## config.mk

```make
export PLATFORM = sky130hd
export DESIGN_NAME = blob_locator
export DESIGN_NICKNAME = d
export VERILOG_FILES = /design/src/rtl/blob_locator.sv
export SDC_FILE = /design/constraint.sdc
export NUM_CORES = 1
export LEC_CHECK = 0
export BUFFER_PORTS_ARGS = -buffer_cell sky130_fd_sc_hd__buf_2
export CAP_MARGIN = 20
export CORE_MARGIN = 3
export CORE_UTILIZATION = 40
export DETAILED_ROUTE_END_ITERATION = 16
export SYNTH_ARGS = -nofsm -noshare
export SYNTH_HDL_FRONTEND = slang
export SYNTH_SLANG_ARGS = --single-unit
```

## constraint.sdc

```tcl
create_clock -name clk -period 6.1 [get_ports clk]
set_clock_uncertainty 0.1 [all_clocks]
set_input_delay 0.915 -clock clk [delete_from_list [all_inputs] [get_ports clk]]
set_output_delay 0.915 -clock clk [all_outputs]
set_load 0.1 [all_outputs]
```

## src/rtl/blob_locator.sv

```systemverilog
// blob_locator
//   Watches the camera pixel stream and, once per frame, reports the bounding
//   box, centre and pixel count of all pixels whose colour lies within
//   'tolerance' (per channel) of 'target_color'.
//
// Ports:
//   clk            pixel clock
//   reset          synchronous, active-high reset
//   hcount/vcount  raster position of pixel_in
//   pixel_in       RGB 8:8:8, R in [23:16]
//   target_color   RGB colour to track
//   tolerance      max per-channel absolute difference (0 = exact match)
//   blob_x/blob_y  centre of the bounding box of the last found blob
//   box_*          bounding box of the last found blob
//   pix_count      matching pixels in the last frame
//   found          pix_count >= MIN_PIXELS for the last frame
//   frame_done     one-cycle strobe, coincident with updated outputs
module blob_locator #(
    parameter int H_ACTIVE   = 1024,
    parameter int V_ACTIVE   = 768,
    parameter int MIN_PIXELS = 64
) (
    input  logic        clk,
    input  logic        reset,
    input  logic [10:0] hcount,
    input  logic [9:0]  vcount,
    input  logic [23:0] pixel_in,
    input  logic [23:0] target_color,
    input  logic [7:0]  tolerance,
    output logic [10:0] blob_x,
    output logic [9:0]  blob_y,
    output logic [10:0] box_xmin,
    output logic [10:0] box_xmax,
    output logic [9:0]  box_ymin,
    output logic [9:0]  box_ymax,
    output logic [19:0] pix_count,
    output logic        found,
    output logic        frame_done
);

    localparam logic [10:0] H_LIM   = 11'(H_ACTIVE);
    localparam logic [9:0]  V_LIM   = 10'(V_ACTIVE);
    localparam logic [19:0] MIN_CNT = 20'(MIN_PIXELS);

    localparam logic [10:0] XMIN_INIT = 11'd2047;
    localparam logic [9:0]  YMIN_INIT = 10'd1023;

    typedef enum logic [1:0] {
        WAIT_FRAME,
        ACCUM,
        REPORT
    } state_t;

    state_t state, next_state;

    logic        match_c;
    logic        frame_start;
    logic        frame_end;
    logic        match_q;
    logic [10:0] hc_q;
    logic [9:0]  vc_q;

    logic [10:0] xmin, xmax;
    logic [9:0]  ymin, ymax;
    logic [19:0] cnt;

    logic        cnt_found;
    logic [11:0] x_sum;
    logic [10:0] y_sum;

    function automatic logic [7:0] absdiff(input logic [7:0] a, input logic [7:0] b);
        return (a >= b) ? (a - b) : (b - a);
    endfunction

    always_comb begin
        match_c = (absdiff(pixel_in[23:16], target_color[23:16]) <= tolerance) &&
                  (absdiff(pixel_in[15:8],  target_color[15:8])  <= tolerance) &&
                  (absdiff(pixel_in[7:0],   target_color[7:0])   <= tolerance) &&
                  (hcount < H_LIM) && (vcount < V_LIM);
        frame_start = (hcount == '0) && (vcount == '0);
        frame_end   = (hcount == '0) && (vcount == V_LIM);
        cnt_found   = (cnt >= MIN_CNT);
        x_sum       = {1'b0, xmin} + {1'b0, xmax};
        y_sum       = {1'b0, ymin} + {1'b0, ymax};
    end

    // Stage 1: colour/position match and registered coordinates
    always_ff @(posedge clk) begin
        if (reset) begin
            match_q <= 1'b0;
            hc_q    <= '0;
            vc_q    <= '0;
        end else begin
            match_q <= match_c;
            hc_q    <= hcount;
            vc_q    <= vcount;
        end
    end

    always_ff @(posedge clk) begin
        if (reset) begin
            state <= WAIT_FRAME;
        end else begin
            state <= next_state;
        end
    end

    // Frame boundaries are decoded on the raw input side; the two-stage
    // pipeline has drained by the time the frame-end position appears.
    always_comb begin
        next_state = state;
        case (state)
            WAIT_FRAME: if (frame_start) next_state = ACCUM;
            ACCUM:      if (frame_end)   next_state = REPORT;
            REPORT:     next_state = ACCUM;
            default:    next_state = WAIT_FRAME;
        endcase
    end

    // Stage 2: bounding-box and count accumulators
    always_ff @(posedge clk) begin
        if (reset || state != ACCUM) begin
            xmin <= XMIN_INIT;
            xmax <= '0;
            ymin <= YMIN_INIT;
            ymax <= '0;
            cnt  <= '0;
        end else if (match_q) begin
            if (hc_q < xmin) xmin <= hc_q;
            if (hc_q > xmax) xmax <= hc_q;
            if (vc_q < ymin) ymin <= vc_q;
            if (vc_q > ymax) ymax <= vc_q;
            if (cnt != '1)   cnt  <= cnt + 20'd1;
        end
    end

    // Result registers: loaded only at the end of REPORT, so frame_done
    // rises together with the new values. Box/centre hold when not found.
    always_ff @(posedge clk) begin
        if (reset) begin
            blob_x     <= '0;
            blob_y     <= '0;
            box_xmin   <= '0;
            box_xmax   <= '0;
            box_ymin   <= '0;
            box_ymax   <= '0;
            pix_count  <= '0;
            found      <= 1'b0;
            frame_done <= 1'b0;
        end else begin
            frame_done <= (state == REPORT);
            if (state == REPORT) begin
                pix_count <= cnt;
                found     <= cnt_found;
                if (cnt_found) begin
                    box_xmin <= xmin;
                    box_xmax <= xmax;
                    box_ymin <= ymin;
                    box_ymax <= ymax;
                    blob_x   <= x_sum[11:1];
                    blob_y   <= y_sum[10:1];
                end
            end
        end
    end

endmodule

```

==> flow_summary.ini <==
[critical_path]
cp.arrival_ns = 4.60
cp.required_ns = 6.37
r2r-start = cnt[19]
crit_path_max_fanout = 11
path_class = input port to register
critPathLaunch = pixel_in[16]
critPathCaptureType = register
startpoint_type = input port

[clock_tree]
tritoncts = built
cts_root_buf = clkbuf_16
h-tree-depth = 4
clock_sinks = 171
clk_pin_slew_worst_paths_ns = 0.07
cts_setup_buffers = 0
ctsResizeCount = 0
cts_buffer_depth = 2
postCtsHoldBufs = 0
clock_latency_ns = 0.43
numCtsBuffers = 17

[power_and_ir_drop]
powerDensity_nw_per_um2 = 215
switching_share_pct = 26.8
switchingPower_uw = 695
pwr-share-comb_pct = 15.3
cellLeakagePower_uw = 0.00549
power.share.clock_pct = 40.8
internal_power_uw = 1890
peakVddDrop_v = 0.000206
p_seq_share_pct = 43.9

[floorplanning]
start_util_pct = 40.9
rows = 58
io_pins = 164
die_w_um = 167
core-area_um2 = 25300
dieArea_um2 = 27800
die_h_um = 167

[global_routing]
antenna_found_initial = 12
grt.overflow.total = 0
grt_usage_pct = 18.4
grt_pass1_wl_um = 42700
grt_max_degree = 106
grt_pass1_vias = 8507

[synthesis]
async_flop_share_pct = 0
synthAdderAreaFrac_pct = 17.3
avgSynthCellArea_um2 = 8.21
synth-xor-area-share_pct = 4.06
yosysWarnings = 0
ys.flop_type = dfxtp_1
ys_ff_latch = 171
synth-compound-area-share_pct = 17.1
synthCells = 1261
yosys-top-cells-count = nand2_1, dfxtp_1, ha_1
synth.cell_area_um2 = 10400
synthSimpleGateAreaFrac_pct = 17.9
synth.most_common_cell = nand2_1
post-synth-top-area-cell = dfxtp_1
ys_types = 61
synth_nets = 1478
synth.top_cell.area_share_pct = 33.1
synth_mux_area_share_pct = 4.35
synth_area_leaders = dfxtp_1, ha_1, nand2_1, a21oi_1, inv_1
synth_top_family_by_area = simple AND/OR/NAND/NOR gates
yosysSeqAreaShare_pct = 33.1
synth_edf_count = 0

[routing]
wl_um = 25900
vias = 8975
drcViolationCount = 0
via_per_inst = 5.13
dr.first_iter.drc_count = 509
routedWlPerCell_um = 14.8
first_pass_iters = 5
postRouteAntennaNets = 0

[cells_and_area]
syn2layout_area_growth_pct = 16.5
post-route-util_pct = 47.6
layout.nets = 1616
drive_above_1_share_pct = 16.0
fill_cells = 2503

[worst_hold_path]
worstHoldStart = box_xmin[4]
min_path_type = register to register

[flow_run]
max_cap_viol_count = 0

[sta]
fin_crit_ns = 4.33
rsz0062_at_grt = false
max_freq_mhz = 231
slew_headroom_pct = 27.4
setup_violations = 0
fin_crit_sh_pct = 71.0
finalHoldViolCount = 0
tns_ns = 0
max_slew.worst_pin.slew_ns = 1.09
final_max_slew_viol_count = 0

[placed_design]
gp_congestion = 0.873
post-dp-hpwl_um = 20000
io_buffers = 163

[status]
outcome = finished clean
-- power by group through the flow --
stage	registers, uW	logic, uW	clock network, uW
4_1_cts	1140	399	1080
3_5_place_dp	1160	396	0
6_report	1140	397	1050
5_1_grt	1140	456	1130
3_3_place_gp	1160	388	0
2_1_floorplan	1160	297	0
-- final cells by class --
| class | instances | area (um^2) | share of cell area, % |
|---|---|---|---|
| clock inverters | 12 | 130 | 1.08 |
| diodes | 6 | 15.0 | 0.125 |
| flip-flops and latches | 171 | 3420 | 28.4 |
| inverters | 119 | 447 | 3.70 |
| clock buffers | 20 | 447 | 3.70 |
| repair buffers | 171 | 878 | 7.28 |
| multi-input cells | 919 | 6300 | 52.3 |
| well taps | 330 | 413 | 3.42 |
-- worst max-delay path, cell delays in order --
cell	delay (ns)
buf_2	0.10
inv_1	0.05
ha_1	0.13
inv_1	0.06
fa_1	0.38
nand3_1	0.13
a31oi_1	0.12
a211oi_2	0.85
mux2i_1	0.32
o211ai_1	0.11
a21oi_1	0.19
xnor2_1	0.15
ha_1	0.27
a21o_1	0.17
a21o_1	0.17
a21oi_1	0.13
o21ai_0	0.08
o21ai_0	0.09
and4_1	0.20
-- final timing paths --
check                endpoint  slack (ns)  cells after the start
setup reg to reg    blob_x[7]        3.25                      5
setup / recovery      match_q        1.77                     19
hold reg to reg   box_xmin[4]        0.35                      2
hold / removal    box_xmin[4]        0.35                      2
-- placed cells by master (no fill, tap or decap), types with 15 or more instances in the layout --
cell type and instances:
ha_1 130, nor2b_1 33, nand3_1 40, o211ai_1 15, nor2_1 71, o21ai_0 44
xor2_1 22, clkbuf_16 17, a21o_1 31, a21oi_1 124, nand4_1 17, buf_2 162
nand2_1 187, inv_1 119, mux2i_1 36, xnor2_1 26, dfxtp_1 171
-- flip-flops by register name (all words and copies together), names as in the netlist, 10 cells and up --
register / count
vc_q: 10
box_xmin: 11
box_xmax: 11
box_ymin: 10
hc_q: 11
ymax: 10
cnt: 20
box_ymax: 10
blob_x: 11
xmax: 11
ymin: 10
xmin: 11
blob_y: 10
pix_count: 20
-- through the flow --
step,worst slack (ns),instance area [um^2],hold WS [ns],power (uW),cells
after floorplan,2.02,10400,0.349,1450,1261
after global placement,1.45,11500,0.340,1550,1710
after detailed placement,1.39,11500,0.344,1560,1710
after CTS,1.81,12000,0.354,2620,1742
after global routing,1.44,12100,0.370,2720,1747
final,1.77,12100,0.350,2590,1748
-- metal layers --
layer	track usage, %	wire [um]	part of all wire (%)
met5	0	69	0.27
met4	4.95	382	1.5
met3	5.17	1720	6.6
met2	28.9	11200	43
met1	25.0	12500	48
-- logic make-up after synthesis --
group,count (synthesis)
muxes,44
and+or+nand+nor,404
buffers and inverters,171
AOI/OAI and AO/OA,285
xor gates and xnor gates,48
DFF,171
adders and majority gates,138
(Power assumes the default switching activity.)
